## src/rtl/uart_pkg.sv

```systemverilog
// Shared UART definitions: frame state encoding, parity modes and the default
// 9600-baud divider for a 50 MHz clock.
package uart_pkg;

    typedef enum logic [2:0] {
        IDLE  = 3'd0,
        START = 3'd1,
        DATA  = 3'd2,
        PAR   = 3'd3,
        STOP  = 3'd4
    } uart_state_e;

    localparam int PAR_NONE = 0;
    localparam int PAR_ODD  = 1;
    localparam int PAR_EVEN = 2;

    localparam int DIVIDER_9600 = 5208;

endpackage

```

## src/rtl/uart_baud_cnt.sv

```systemverilog
// Bit-period counter: counts 0..DIVIDER-1 and strobes bit_done on the last
// count of each period. Shared between the UART transmitter and receiver.
module uart_baud_cnt #(
    parameter int DIVIDER = 5208,
    parameter int DIV_W   = 16
) (
    input  logic clk,
    input  logic rst_n,
    input  logic clear,
    output logic bit_done
);

    localparam logic [DIV_W-1:0] LAST = DIV_W'(DIVIDER - 1);

    logic [DIV_W-1:0] cnt;

    always_ff @(posedge clk or negedge rst_n) begin
        if (!rst_n) begin
            cnt <= '0;
        end else if (clear || bit_done) begin
            cnt <= '0;
        end else begin
            cnt <= cnt + DIV_W'(1);
        end
    end

    assign bit_done = (cnt == LAST);

endmodule

```

## src/rtl/uart_tx_param.sv

```systemverilog
// Parametrised UART transmitter: start bit, DATA_BITS data bits LSB first,
// optional odd/even parity and one or two stop bits, each DIVIDER clocks wide.
module uart_tx_param
    import uart_pkg::*;
#(
    parameter int DIVIDER   = DIVIDER_9600,
    parameter int DIV_W     = 16,
    parameter int DATA_BITS = 8,
    parameter int PARITY    = PAR_NONE,
    parameter int STOP_BITS = 1
) (
    input  logic                 clk,
    input  logic                 rst_n,
    input  logic [DATA_BITS-1:0] tx_data,
    input  logic                 tx_valid,
    output logic                 tx_ready,
    output logic                 tx,
    output logic                 busy
);

    localparam logic [2:0] ST_IDLE  = IDLE;
    localparam logic [2:0] ST_START = START;
    localparam logic [2:0] ST_DATA  = DATA;
    localparam logic [2:0] ST_PAR   = PAR;
    localparam logic [2:0] ST_STOP  = STOP;

    localparam int            BW        = (DATA_BITS > 1) ? $clog2(DATA_BITS) : 1;
    localparam logic [BW-1:0] LAST_DATA = BW'(DATA_BITS - 1);
    localparam logic [BW-1:0] LAST_STOP = BW'(STOP_BITS - 1);
    localparam bit            HAS_PAR   = (PARITY != PAR_NONE);

    logic [2:0]           state;
    logic [2:0]           state_next;
    logic [BW-1:0]        bit_cnt;
    logic [DATA_BITS-1:0] shreg;
    logic                 par_bit;
    logic                 bit_done;
    logic                 cnt_clear;
    logic                 accept;

    // Handshake: tx_ready is high in IDLE only; a word is accepted on any
    // rising edge where tx_valid && tx_ready, and tx_data is ignored otherwise.
    assign tx_ready  = (state == ST_IDLE);
    assign accept    = tx_valid && tx_ready;
    assign busy      = (state != ST_IDLE);
    assign cnt_clear = (state == ST_IDLE) || (state_next != state);

    uart_baud_cnt #(
        .DIVIDER (DIVIDER),
        .DIV_W   (DIV_W)
    ) u_baud (
        .clk      (clk),
        .rst_n    (rst_n),
        .clear    (cnt_clear),
        .bit_done (bit_done)
    );

    always_comb begin
        state_next = state;
        case (state)
            ST_IDLE:  if (tx_valid) state_next = ST_START;
            ST_START: if (bit_done) state_next = ST_DATA;
            ST_DATA:  if (bit_done && bit_cnt == LAST_DATA) state_next = HAS_PAR ? ST_PAR : ST_STOP;
            ST_PAR:   if (bit_done) state_next = ST_STOP;
            ST_STOP:  if (bit_done && bit_cnt == LAST_STOP) state_next = ST_IDLE;
            default:  state_next = ST_IDLE;
        endcase
    end

    // tx is a register of the current state, so the line lags the state by one clock.
    always_ff @(posedge clk or negedge rst_n) begin
        if (!rst_n) begin
            state   <= ST_IDLE;
            bit_cnt <= '0;
            shreg   <= '0;
            par_bit <= 1'b0;
            tx      <= 1'b1;
        end else begin
            state <= state_next;

            if (accept) begin
                shreg   <= tx_data;
                par_bit <= (PARITY == PAR_ODD) ? ~^tx_data : ^tx_data;
            end else if (state == ST_DATA && bit_done) begin
                shreg <= shreg >> 1;
            end

            if ((state == ST_DATA || state == ST_STOP) && bit_done) begin
                if (state_next != state) begin
                    bit_cnt <= '0;
                end else begin
                    bit_cnt <= bit_cnt + BW'(1);
                end
            end

            case (state)
                ST_START: tx <= 1'b0;
                ST_DATA:  tx <= shreg[0];
                ST_PAR:   tx <= par_bit;
                default:  tx <= 1'b1;
            endcase
        end
    end

endmodule

```

## config.mk

```make
export PLATFORM = sky130hd
export DESIGN_NAME = uart_tx_param
export DESIGN_NICKNAME = d
export VERILOG_FILES = /design/src/rtl/uart_pkg.sv /design/src/rtl/uart_baud_cnt.sv /design/src/rtl/uart_tx_param.sv
export SDC_FILE = /design/constraint.sdc
export NUM_CORES = 1
export LEC_CHECK = 0
export CORE_MARGIN = 3
export CORE_UTILIZATION = 57
export DETAILED_ROUTE_END_ITERATION = 10
export PLACE_DENSITY = 0.88
export SYNTH_ARGS = -nofsm -noshare
export SYNTH_HDL_FRONTEND = slang
export SYNTH_SLANG_ARGS = --single-unit
```

## constraint.sdc

```tcl
create_clock -name clk -period 2.2 [get_ports clk]
set_clock_uncertainty 0.05 [all_clocks]
set_input_delay 0.33 -clock clk [delete_from_list [all_inputs] [get_ports clk]]
set_output_delay 0.33 -clock clk [all_outputs]
set_load 0.1 [all_outputs]
```

==> flow_summary.json, run 1 <==
{
  "status": "completed",
  "synth_edf_count": 0,
  "finalSetupViolCount": 0,
  "htreeDepth": 2,
  "drtPass1Iterations": 4,
  "gp_congestion": 0.923,
  "die_x_um": 61.4,
  "yosysSeqAreaShare": 0.459,
  "finalWirelength_mm": 3.75,
  "grt_pass1_wl_mm": 6.49,
  "drt_iter0_drc": 157,
  "fin_area_um2": 1960,
  "ctsHoldBuffers": 0,
  "layout_setup_ws_ps": 193,
  "diodes": 0,
  "cpPeakStageDelay_ps": 550,
  "slew_viol_final": 0,
  "r2r_cells": 4,
  "clock_latency_ps": 340,
  "r2r-start": "u_baud.cnt[9]$_DFF_PN0_",
  "switching_share": 0.231,
  "fin_crit_ps": 2010,
  "final_cell_mix": "dfrtp_1, nor2_1, nand3_1",
  "rsz0062_at_grt": "no",
  "synthArstFlopShare": 1.00,
  "yosysWarnings": 0,
  "grt_max_degree": 33,
  "synthCells": 184,
  "fin_nets": 213,
  "tightest_slew_ps": 605,
  "mostFrequentLayoutCell": "dfrtp_1",
  "place_area_um2": 1900,
  "cts_inserted_buffers": 5,
  "synth_seq_cells": 32,
  "dp.final_hpwl_mm": 2.73,
  "critPathSlowestCell": "nor3_1",
  "post_drt_wl_per_cell_um": 16.3,
  "hold_ws_ps": 331,
  "hp-class": "input pin to async pin",
  "crit_path_end_kind": "register",
  "critPathRequiredTime_ps": 2410,
  "antenna_found_initial": 0,
  "cellPowerDensity_nw_per_um2": 516,
  "clk_path_buf_depth": 2,
  "synth.distinct_cells": 42,
  "crit_path_max_fanout": 7,
  "vdd_drop_max_v": 0.000319,
  "path_buf_inv": 0,
  "synth.top_cells.by_area": "dfrtp_1, xnor2_1, nor2_1",
  "reg2reg_to": "bit_cnt[0]$_DFFE_PN0P_",
  "cap_violations": 0,
  "cts_setup_buffers": 0,
  "fillers": 220,
  "crit_family": "simple AND/OR/NAND/NOR gates",
  "synth_top_cell_area_share": 0.444,
  "syn_area_per_cell_um2": 9.49,
  "synthesis.nets": 199,
  "die_area_um2": 3760,
  "die_h_um": 61.4,
  "p_comb_frac": 0.060,
  "synth_flop_cell": "dfrtp_1",
  "crit_arrival_ps": 2220,
  "overflow": 0,
  "leakage_nw": 0.791,
  "fp.coreArea_um2": 2830,
  "cp-start-kind": "register",
  "timing.setup.tns_ps": 0,
  "viasPerCell": 6.27,
  "clkPwrFrac": 0.359,
  "finalCritPeriodShare": 0.912,
  "clk_pin_slew_ps": 100,
  "grt_usage": 0.238,
  "cts_tree": "yes",
  "dp_slack_ps": 258,
  "start_util": 0.617,
  "drc": 0,
  "cts_sinks": 32,
  "cts_root_buffer": "clkbuf_4",
  "yosysTopAreaCell": "dfrtp_1",
  "numPortBuffers": 13,
  "vias": 1443,
  "final_antenna_net_count": 0,
  "io_pins": 14,
  "post_cts_resized": 0,
  "syn_area_um2": 1750,
  "layout-drive-gt1-share": 0.106,
  "p_int_mw": 0.777,
  "slew_headroom": 0.594,
  "crit_chain": "nor4b_1 > nand4_1 > nor3_1 > mux2i_1",
  "areaGrowthSynthToFinish_pct": 12.2,
  "hold_violations": 0,
  "grt_pass1_vias": 1403,
  "clock.fmax_mhz": 498,
  "fp-row-count": 19,
  "seqPwrFrac": 0.581,
  "ff2ff_setup_slack_ps": 190,
  "switching_power_mw": 0.234,
  "path_class": "register to register"
}
## worst reg2reg max path, cell delays in order, from the launching register on
cell and delay, ps:
dfrtp_1 480, nor4b_1 420, nand4_1 180, nor3_1 550, mux2i_1 260
## layer usage
layer / part of all wire / global-route usage / routed length (um)
met1: 0.44 / 0.316 / 1660
met2: 0.48 / 0.370 / 1810
met3: 0.048 / 0.0461 / 180
met4: 0.026 / 0.124 / 97
met5: 0 / 0 / 0
## flip-flops by register name (all words and copies together) (netlist names)
signal and count:
state 3, par_bit 1, bit_cnt 3, u_baud.cnt 16
tx 1, shreg 8
## power by group through the flow
stage	Combinational, mW	Sequential, mW	Clock (mW)
after global placement	0.0577	0.599	0
after floorplan	0.0227	0.600	0
after CTS	0.0617	0.588	0.360
after detailed placement	0.0615	0.599	0
after global routing	0.0664	0.588	0.388
final	0.0607	0.588	0.363
## how the worst max path moves through the flow
stage                            start                endpoint  cells past startpoint
6_report       u_baud.cnt[9]$_DFF_PN0_  bit_cnt[0]$_DFFE_PN0P_                      4
5_1_grt        u_baud.cnt[9]$_DFF_PN0_  bit_cnt[0]$_DFFE_PN0P_                      4
4_1_cts        u_baud.cnt[9]$_DFF_PN0_  bit_cnt[2]$_DFFE_PN0P_                      4
3_5_place_dp   u_baud.cnt[0]$_DFF_PN0_  bit_cnt[2]$_DFFE_PN0P_                      5
3_3_place_gp   u_baud.cnt[0]$_DFF_PN0_  bit_cnt[1]$_DFFE_PN0P_                      5
2_1_floorplan       state[1]$_DFF_PN0_    shreg[7]$_DFFE_PN0P_                      7
## logic make-up (layout without fill, tap and decap cells)
logic type | Yosys count | after routing | synth area share
buffers and inverters | 16 | 31 | 0.0408
xor gates and xnor gates | 19 | 19 | 0.0953
AOI/OAI and AO/OA | 30 | 30 | 0.102
and+or+nand+nor | 79 | 79 | 0.250
muxes | 4 | 4 | 0.0236
DFF | 32 | 32 | 0.459
adders and majority gates | 4 | 4 | 0.0287
## metrics by stage
step | utilization | instances | total power, mW
2_1_floorplan | - | 184 | 0.622
3_3_place_gp | 0.672 | 222 | 0.657
3_5_place_dp | 0.672 | 222 | 0.661
4_1_cts | 0.693 | 230 | 1.01
5_1_grt | 0.693 | 230 | 1.04
6_report | 0.693 | 230 | 1.01
## Yosys cell counts (2+ instances only)
library cell / instances
a21oi_1: 5
nand3_1: 13
nand2_1: 9
xnor2_1: 10
nand2_2: 2
nand2b_1: 2
a31oi_1: 7
o21ai_0: 12
nor4b_1: 3
ha_1: 4
nor3b_1: 2
nor2_1: 22
nand4_1: 6
buf_2: 6
dfrtp_1: 31
inv_1: 7
nor4_1: 2
xor2_1: 9
mux2i_1: 3
nor3_1: 2
and4_1: 6
## final cells by class
| class | instances | area [um2] | area share |
|---|---|---|---|
| clock buffer | 8 | 58.8 | 0.0300 |
| inverter | 7 | 30.0 | 0.0153 |
| multi-input combinational | 136 | 873 | 0.445 |
| sequential | 32 | 802 | 0.409 |
| tap | 31 | 38.8 | 0.0198 |
| timing repair buffer | 16 | 158 | 0.0804 |
Note: power is estimated with default switching activity, not from simulation.
==> run 2: changes to the inputs <==
--- a/config.mk
+++ b/config.mk
@@ -8,6 +8,7 @@
 export CORE_MARGIN = 3
 export CORE_UTILIZATION = 57
 export DETAILED_ROUTE_END_ITERATION = 10
+export GPL_TIMING_DRIVEN = 0
 export PLACE_DENSITY = 0.88
 export SYNTH_ARGS = -nofsm -noshare
 export SYNTH_HDL_FRONTEND = slang
==> flow_summary.json, run 2 (synthesized netlist as in run 1, its figures left out) <==
{
  "htreeDepth": 2,
  "hold_ws_ps": 443,
  "status": "completed",
  "io_pins": 14,
  "cts_setup_buffers": 0,
  "drt_iter0_drc": 117,
  "dp.final_hpwl_mm": 2.78,
  "clk_path_buf_depth": 2,
  "drc": 0,
  "vias": 1457,
  "die_area_um2": 3760,
  "instances_no_fill": 237,
  "grt_usage": 0.247,
  "crit_path_end_kind": "output port",
  "hp-class": "register to register",
  "fillers": 202,
  "antenna_found_initial": 0,
  "m1WireLength_mm": 1.63,
  "cts_inserted_buffers": 5,
  "clk_pin_slew_ps": 90,
  "top_register": "u_baud.cnt",
  "overflow": 0,
  "cp-start-kind": "register",
  "wl_met2_mm": 1.88,
  "final_cell_mix": "dfrtp_1, nor2_1, nand3_1",
  "grt_pass1_wl_mm": 6.60,
  "start_util": 0.617,
  "critPathSlowestCell": "or3_4",
  "cts_root_buffer": "clkbuf_4",
  "critPathRequiredTime_ps": 1820,
  "layout-drive-gt1-share": 0.121,
  "fin_nets": 220,
  "path_class": "register to output port",
  "crit_path_max_fanout": 9,
  "crit_arrival_ps": 1750,
  "top_regs": "u_baud.cnt x16, shreg x8",
  "cap_violations": 0,
  "slew_viol_final": 0,
  "multi_input_area_um2": 873,
  "finalSetupViolCount": 0,
  "cellPowerDensity_nw_per_um2": 506,
  "die_h_um": 61.4,
  "slew_headroom": 0.367,
  "final_antenna_net_count": 0,
  "cts_tree": "yes",
  "crit_chain": "buf_2 > or3_4 > clkinvlp_4 > clkbuf_4",
  "crit_family": "buffers and inverters",
  "fp-row-count": 19,
  "fp.coreArea_um2": 2830,
  "finalCritPeriodShare": 0.969,
  "tightest_slew_ps": 953,
  "rsz0062_at_grt": "no",
  "highest_layer": "met4",
  "finalWirelength_mm": 3.87,
  "diodes": 0,
  "clock.fmax_mhz": 469,
  "clock_latency_ps": 350,
  "place_inst": 228,
  "largest_register_ffs": 16,
  "leakage_nw": 0.814,
  "grt_max_degree": 33,
  "cpPeakStageDelay_ps": 410,
  "path_buf_inv": 3,
  "die_x_um": 61.4,
  "dp_slack_ps": -351,
  "mostFrequentLayoutCell": "dfrtp_1",
  "grt_pass1_vias": 1474,
  "total_power_mw": 0.999,
  "cts_sinks": 32,
  "fin_crit_ps": 2130,
  "timing.setup.tns_ps": 0,
  "vdd_drop_max_v": 0.000337,
  "post_drt_wl_per_cell_um": 16.3,
  "hold_violations": 0,
  "final_util": 0.698,
  "seqCellArea_um2": 802,
  "wl_met3_um": 259,
  "place_area_um2": 1920,
  "layout_setup_ws_ps": 67.1,
  "gp_congestion": 0.888,
  "drtPass1Iterations": 4,
  "areaGrowthSynthToFinish_pct": 13.0,
  "fin_area_um2": 1970,
  "numPortBuffers": 13,
  "viasPerCell": 6.15
}
-- run 2: repair_timing --
item	CTS	global route
pin swaps	0	0
resized for setup	7	3
endpoints found under the hold margin	0	31
setup endpoints to repair	3	2
hold buffers	0	1
cloned	0	0
-- run 2: cell type report --
class | instances | area share
Clock buffer | 8 | 0.0298
Buffer | 9 | 0.0228
Tap cell | 31 | 0.0196
Timing Repair Buffer | 14 | 0.0640
Sequential cell | 32 | 0.406
Multi-Input combinational cell | 136 | 0.442
Inverter | 7 | 0.0152
-- run 2: report_power, final --
group	total [mW]	internal [mW]	switching (mW)
registers	0.588	0.588	0
clock network	0.354	0.157	0.196
logic	0.0578	0.0309	0.0269
total	0.999	0.776	0.223
-- run 2: worst register-to-register path: cells and delay by family, from the launching register on --
kind	cells	cell delay, ps
flops	1	460
mux	1	260
simple gates	3	1060
-- run 2: worst paths after layout --
check,start,endpoint,slack (ps),cells after the start
worst min-delay path,u_baud.cnt[0]$_DFF_PN0_,u_baud.cnt[0]$_DFF_PN0_,440,1
worst max register to register,u_baud.cnt[5]$_DFF_PN0_,bit_cnt[2]$_DFFE_PN0P_,300,4
worst max-delay path,state[2]$_DFF_PN0_,tx_ready,70,4
worst min register to register,u_baud.cnt[0]$_DFF_PN0_,u_baud.cnt[0]$_DFF_PN0_,440,1
max in group asynchronous,rst_n,u_baud.cnt[3]$_DFF_PN0_,1150,2
min in group asynchronous,rst_n,shreg[0]$_DFFE_PN0P_,500,2
-- run 2: layer usage --
metal / GRT usage / vias up
met5: 0 / -
met4: 0.124 / 0
met3: 0.105 / 11
met2: 0.375 / 50
met1: 0.301 / 705
li1: - / 691
==> RTL change 1 (settings of run 1) <==
Make the reset (`rst_n`) synchronous in 2 clocked blocks.
--- a/src/rtl/uart_baud_cnt.sv
+++ b/src/rtl/uart_baud_cnt.sv
@@ -14,7 +14,7 @@
 
     logic [DIV_W-1:0] cnt;
 
-    always_ff @(posedge clk or negedge rst_n) begin
+    always_ff @(posedge clk) begin
         if (!rst_n) begin
             cnt <= '0;
         end else if (clear || bit_done) begin
--- a/src/rtl/uart_tx_param.sv
+++ b/src/rtl/uart_tx_param.sv
@@ -68,7 +68,7 @@
     end
 
     // tx is a register of the current state, so the line lags the state by one clock.
-    always_ff @(posedge clk or negedge rst_n) begin
+    always_ff @(posedge clk) begin
         if (!rst_n) begin
             state   <= ST_IDLE;
             bit_cnt <= '0;
Check against the original RTL: differs if rst_n is asserted again (counterexample within 4 cycles, from zero or initial values and one cycle with rst_n low); with rst_n held inactive, the same outputs for 10 cycles.
==> RTL change 1 against run 1 <==
Worst setup slack worse by 160 ps; fmax fell by 7.5%; routed wire length fell by 7.4%; sequential cell count unchanged; synthesized area down 8.8%; final area fell by 3.8%; critical path depth grew 2; critical endpoint is now u_baud.cnt[11]$_SDFF_PP0_.
Power is not compared: it rests on default switching activity, and its combinational part moved more than twofold at a synthesized area within 25%.
==> RTL change 1: results (changes against run 1) <==
- Post-synth top cells: dfxtp_1 (32), nor2_1 (14), nand3_1 (13)
- Post-synthesis sequential area ratio: 40.2% (-5.7 points)
- Reg2reg start: u_baud.cnt[8]$_SDFF_PP0_
- First-pass GRT wire length: 6160 µm (-5.1%)
- CP arrival: 2350 ps (+130 ps)
- Gr usage total: 23.3% (-0.50 points)
- Clock Latency Late Sink: 330 ps
- Distinct cells, synth: 35 (-17%)
- Worst Path Max Fanout: 16 (+9)
- Dpl hpwl: 2640 µm (-3.4%)
- Largest net degree at the start of global routing: 17 (-48%)
- Number of fill cells: 205 (-6.8%)
- Share of layout cells above drive strength 1: 16.7% (+6.2 points)
- Top cells by area, synth: dfxtp_1 (40%), xor2_1 (6.6%), xnor2_1 (5.5%)
- Vias in the first global route: 1371 (-2.3%)
- Met1 usage: 26.9% (-4.6 points)
- Post-Route WL: 3470 µm (-7.4%)
- Routability Congestion: 0.893 (-3.2%)
- Grt met2 use: 39.7% (+2.7 points)
- Outcome: finished clean
- Nets: 217 (+1.9%)
- Post-synth net total: 194 (-2.5%)
- Via density: 5.74 (-8.5%)
- H-tree levels: 2 (unchanged)
- Grt met3 use: 4.82% (+0.21 points)
- Initial DRC Count: 57 (-64%)
- Asr flop ratio synth: 0% (-100 points)
- Worst hold path type: flop to flop
- Max transition margin: 64.6% (+5.3 points)
[RTL change 1: cell types whose count changed in the layout (fill, tap and decap cells not counted), sizes merged, moves of 3 or more]
cell and delta:
nand4 -3, a31oi -7, nor4b -3, buf +6, xor2 +3, dfxtp +32
and4 -4, mux2i +4, a21oi +6, dfrtp -31, and3 +5
[RTL change 1: cell type report]
cell class,instances,area share (%)
Clock buffer,8,3.12
Multi-Input combinational cell,136,48.5
Sequential cell,32,34.0
Timing Repair Buffer,22,11.4
Tap cell,30,1.99
Inverter,5,0.995
[RTL change 1: worst paths after layout]
check / end / slack (ps) / cells past startpoint
max reg2reg: u_baud.cnt[11]$_SDFF_PP0_ / 30 / 6
min reg2reg: shreg[7]$_SDFFE_PN0P_ / 440 / 2
min: shreg[7]$_SDFFE_PN0P_ / 440 / 2
max: u_baud.cnt[11]$_SDFF_PP0_ / 30 / 6
[RTL change 1: per-layer routing]
| layer | vias to the layer above | share of wire, % |
|---|---|---|
| met5 | - | 0 |
| met4 | 0 | 3.2 |
| met3 | 14 | 4.1 |
| met2 | 37 | 51 |
| met1 | 616 | 42 |
| li1 | 671 | - |
[RTL change 1: repair_timing]
action | in CTS | in global routing
buffers inserted | 0 | 0
endpoints found under the setup margin | 0 | 13
hold buffers | 0 | 0
[RTL change 1: stage by stage]
stage	std cells	power, µW	setup TNS [ps]	worst slack, ps	instance area (µm²)
after detailed placement	225	783	0	48.3	1830
final	233	1120	0	28.9	1890
after floorplan	179	727	-331	-274	1600
after global routing	233	1170	-137	-24.8	1890
after CTS	233	1120	0	30.4	1890
after global placement	225	775	0	82.0	1830
[RTL change 1: worst max-delay path: stages, from the launching register on]
cell and delay, ps:
dfxtp_1 320, or4_4 530, or4_4 560, o21a_4 230, o21ai_4 150, buf_12 170
nor2_1 60
[RTL change 1: where the power goes]
part | switching [µW] | total, µW | internal, µW | leakage, µW
Clock | 192 | 350 | 158 | 0.0000326
Combinational | 91.5 | 158 | 66.9 | 0.000452
Sequential | 14.5 | 612 | 598 | 0.000260
Total | 299 | 1120 | 822 | 0.000745
[RTL change 1: cell families after synthesis]
logic type | share of synthesized area [%]
compound gates | 10.8
xor+xnor | 12.1
flops | 40.2
mux | 4.40
simple gates | 26.3
buf+inv | 3.06
fa+ha+maj | 3.14
==> RTL change 2 (config.mk and constraints of run 1) <==
Made on the original files. Change the parameter `DATA_BITS` from 8 to 4.
--- a/src/rtl/uart_tx_param.sv
+++ b/src/rtl/uart_tx_param.sv
@@ -5,7 +5,7 @@
 #(
     parameter int DIVIDER   = DIVIDER_9600,
     parameter int DIV_W     = 16,
-    parameter int DATA_BITS = 8,
+    parameter int DATA_BITS = 4,
     parameter int PARITY    = PAR_NONE,
     parameter int STOP_BITS = 1
 ) (
Ports: changed (resized tx_data); port bits go from 14 to 10. No check against the original RTL was run, so the function may have changed too.
==> RTL change 2 against run 1 <==
Highest routed layer unchanged; non-clock buffer count increased by 6; final area down 15%; synthesized area is 20% lower; routed wire length down 20%; utilization is 4.6 points higher; worst hold slack got worse by 33 ps; sequential cell count fell by 5; critical path depth unchanged; sequential share of layout area fell by 0.26 points; worst setup slack got worse by 150 ps.
Power is not compared: it rests on default switching activity, and its combinational part moved more than twofold at a synthesized area within 25%.
==> RTL change 2: results (changes against run 1) <==
- Initial DRC Count: 34 (-78%)
- Non-clk buf share: 12.3% (+4.3 points)
- DR WL/cell: 15.3 µm (-6.0%)
- Outcome: finished clean
- R2R setup slack: 40 ps (-150 ps)
- Post-synth net total: 155 (-22%)
- Post-CTS setup buffers: 1 (+1)
- Non-CTS buffers: 22 (+6)
- First-pass GRT wire length: 5310 µm (-18%)
- Placed Area: 1620 µm² (-15%)
- Dpl hpwl: 2120 µm (-22%)
- Fin crit period: 2160 ps (+152 ps)
- Drt first pass iters: 5 (+1)
- CTS buffer count: 3 (-2)
- ClkCell Share: 1.58% (-1.4 points)
- Routability Congestion: 0.853 (-7.6%)
- Via density: 6.04 (-3.7%)
- Antenna violations before repair: 0 (unchanged)
- Vias: 1178 (-18%)
- Largest regs: u_baud.cnt: 16 flops, shreg: 4 flops, state: 3 flops
- Max clock buf depth: 2 (unchanged)
- Layout Utilization: 73.9% (+4.6 points)
- Grt met2 use: 37.3% (+0.32 points)
- Synth Area in Adders: 2.70% (-0.17 points)
- XOR/XNOR share of the synthesized area: 10.1% (+0.55 points)
- Multi-input gates: 108 (-21%)
- Reg area: 677 µm² (-16%)
- Port bufs: 9 (-4)
- Peak VDD IR: 0.000392 V
- Dpl cells: 190 (-14%)
- H-tree levels: 1 (-1)
- Met1 usage: 24.7% (-6.8 points)
- Post-synthesis sequential area ratio: 48.7% (+2.8 points)
- Top cells by area, synth: dfrtp_1 (47%), xnor2_1 (7.6%), nor2_1 (5.4%)
- WHS: 297 ps (-33.4 ps)
- Largest net degree at the start of global routing: 28 (-15%)
- Post-Syn Area: 1390 µm² (-20%)
- Placement Setup Slack: 2.16 ps (-256 ps)
- Post-synthesis mux area share: 0.810% (-1.6 points)
- Non-clk invs: 6 (-1)
- Worst-Margin Slew: 453 ps (-151 ps)
- Worst Path Max Fanout: 3 (-4)
- CP arrival: 2350 ps (+130 ps)
- Worst Reg-to-Reg Cells: 4 (unchanged)
- Nets: 178 (-16%)
- CTS clk-pin slew, worst paths: 140 ps (+40 ps)
- Distinct cells, synth: 33 (-21%)
- Clock Buffer Count: 4 (-4)
- Worst Setup SP: u_baud.cnt[5]$_DFF_PN0_
- Gr usage total: 21.8% (-2.0 points)
- Share of layout cells above drive strength 1: 18.6% (+8.0 points)
- Grt met3 use: 5.37% (+0.76 points)
- Area of the multi-input gates: 696 µm² (-20%)
- Post-synth top cells: dfrtp_1 (26), nor2_1 (20), xnor2_1 (12)
- Compound-gate portion of the synthesized area: 9.09% (-1.2 points)
- Syn Area/Cell: 9.59 µm² (+0.99%)
- Area grow syn2layout: 19.8%
- Yosys reg bits: 27 (-16%)
-- RTL change 2: changes by cell type after synthesis, sizes merged, moves of 5 or more --
cell / before / now
xor2: 9 / 4
dfrtp: 31 / 26
buf: 8 / 2
and4: 6 / 0
-- RTL change 2: worst max-delay path: stages, from the launching register on --
cell	delay [ps]
dfrtp_1	410
or4_4	550
or4_4	530
a211o_1	260
mux2_2	260
-- RTL change 2: worst min path at each step --
| stage | endpoint | cells past startpoint |
|---|---|---|
| finish | state[0]$_DFF_PN0_ | 2 |
| global route | state[2]$_DFF_PN0_ | 2 |
| CTS | shreg[0]$_DFFE_PN0P_ | 2 |
| detailed placement | u_baud.cnt[0]$_DFF_PN0_ | 1 |
| global placement | u_baud.cnt[0]$_DFF_PN0_ | 1 |
| floorplan | bit_cnt[0]$_DFFE_PN0P_ | 0 |
-- RTL change 2: per-layer routing --
metal,part of all wire [%],up-vias,wire (µm)
met4,2.3,0,69
met3,4.6,8,137
met5,0,-,0
li1,-,558,-
met1,42,573,1250
met2,51,39,1530
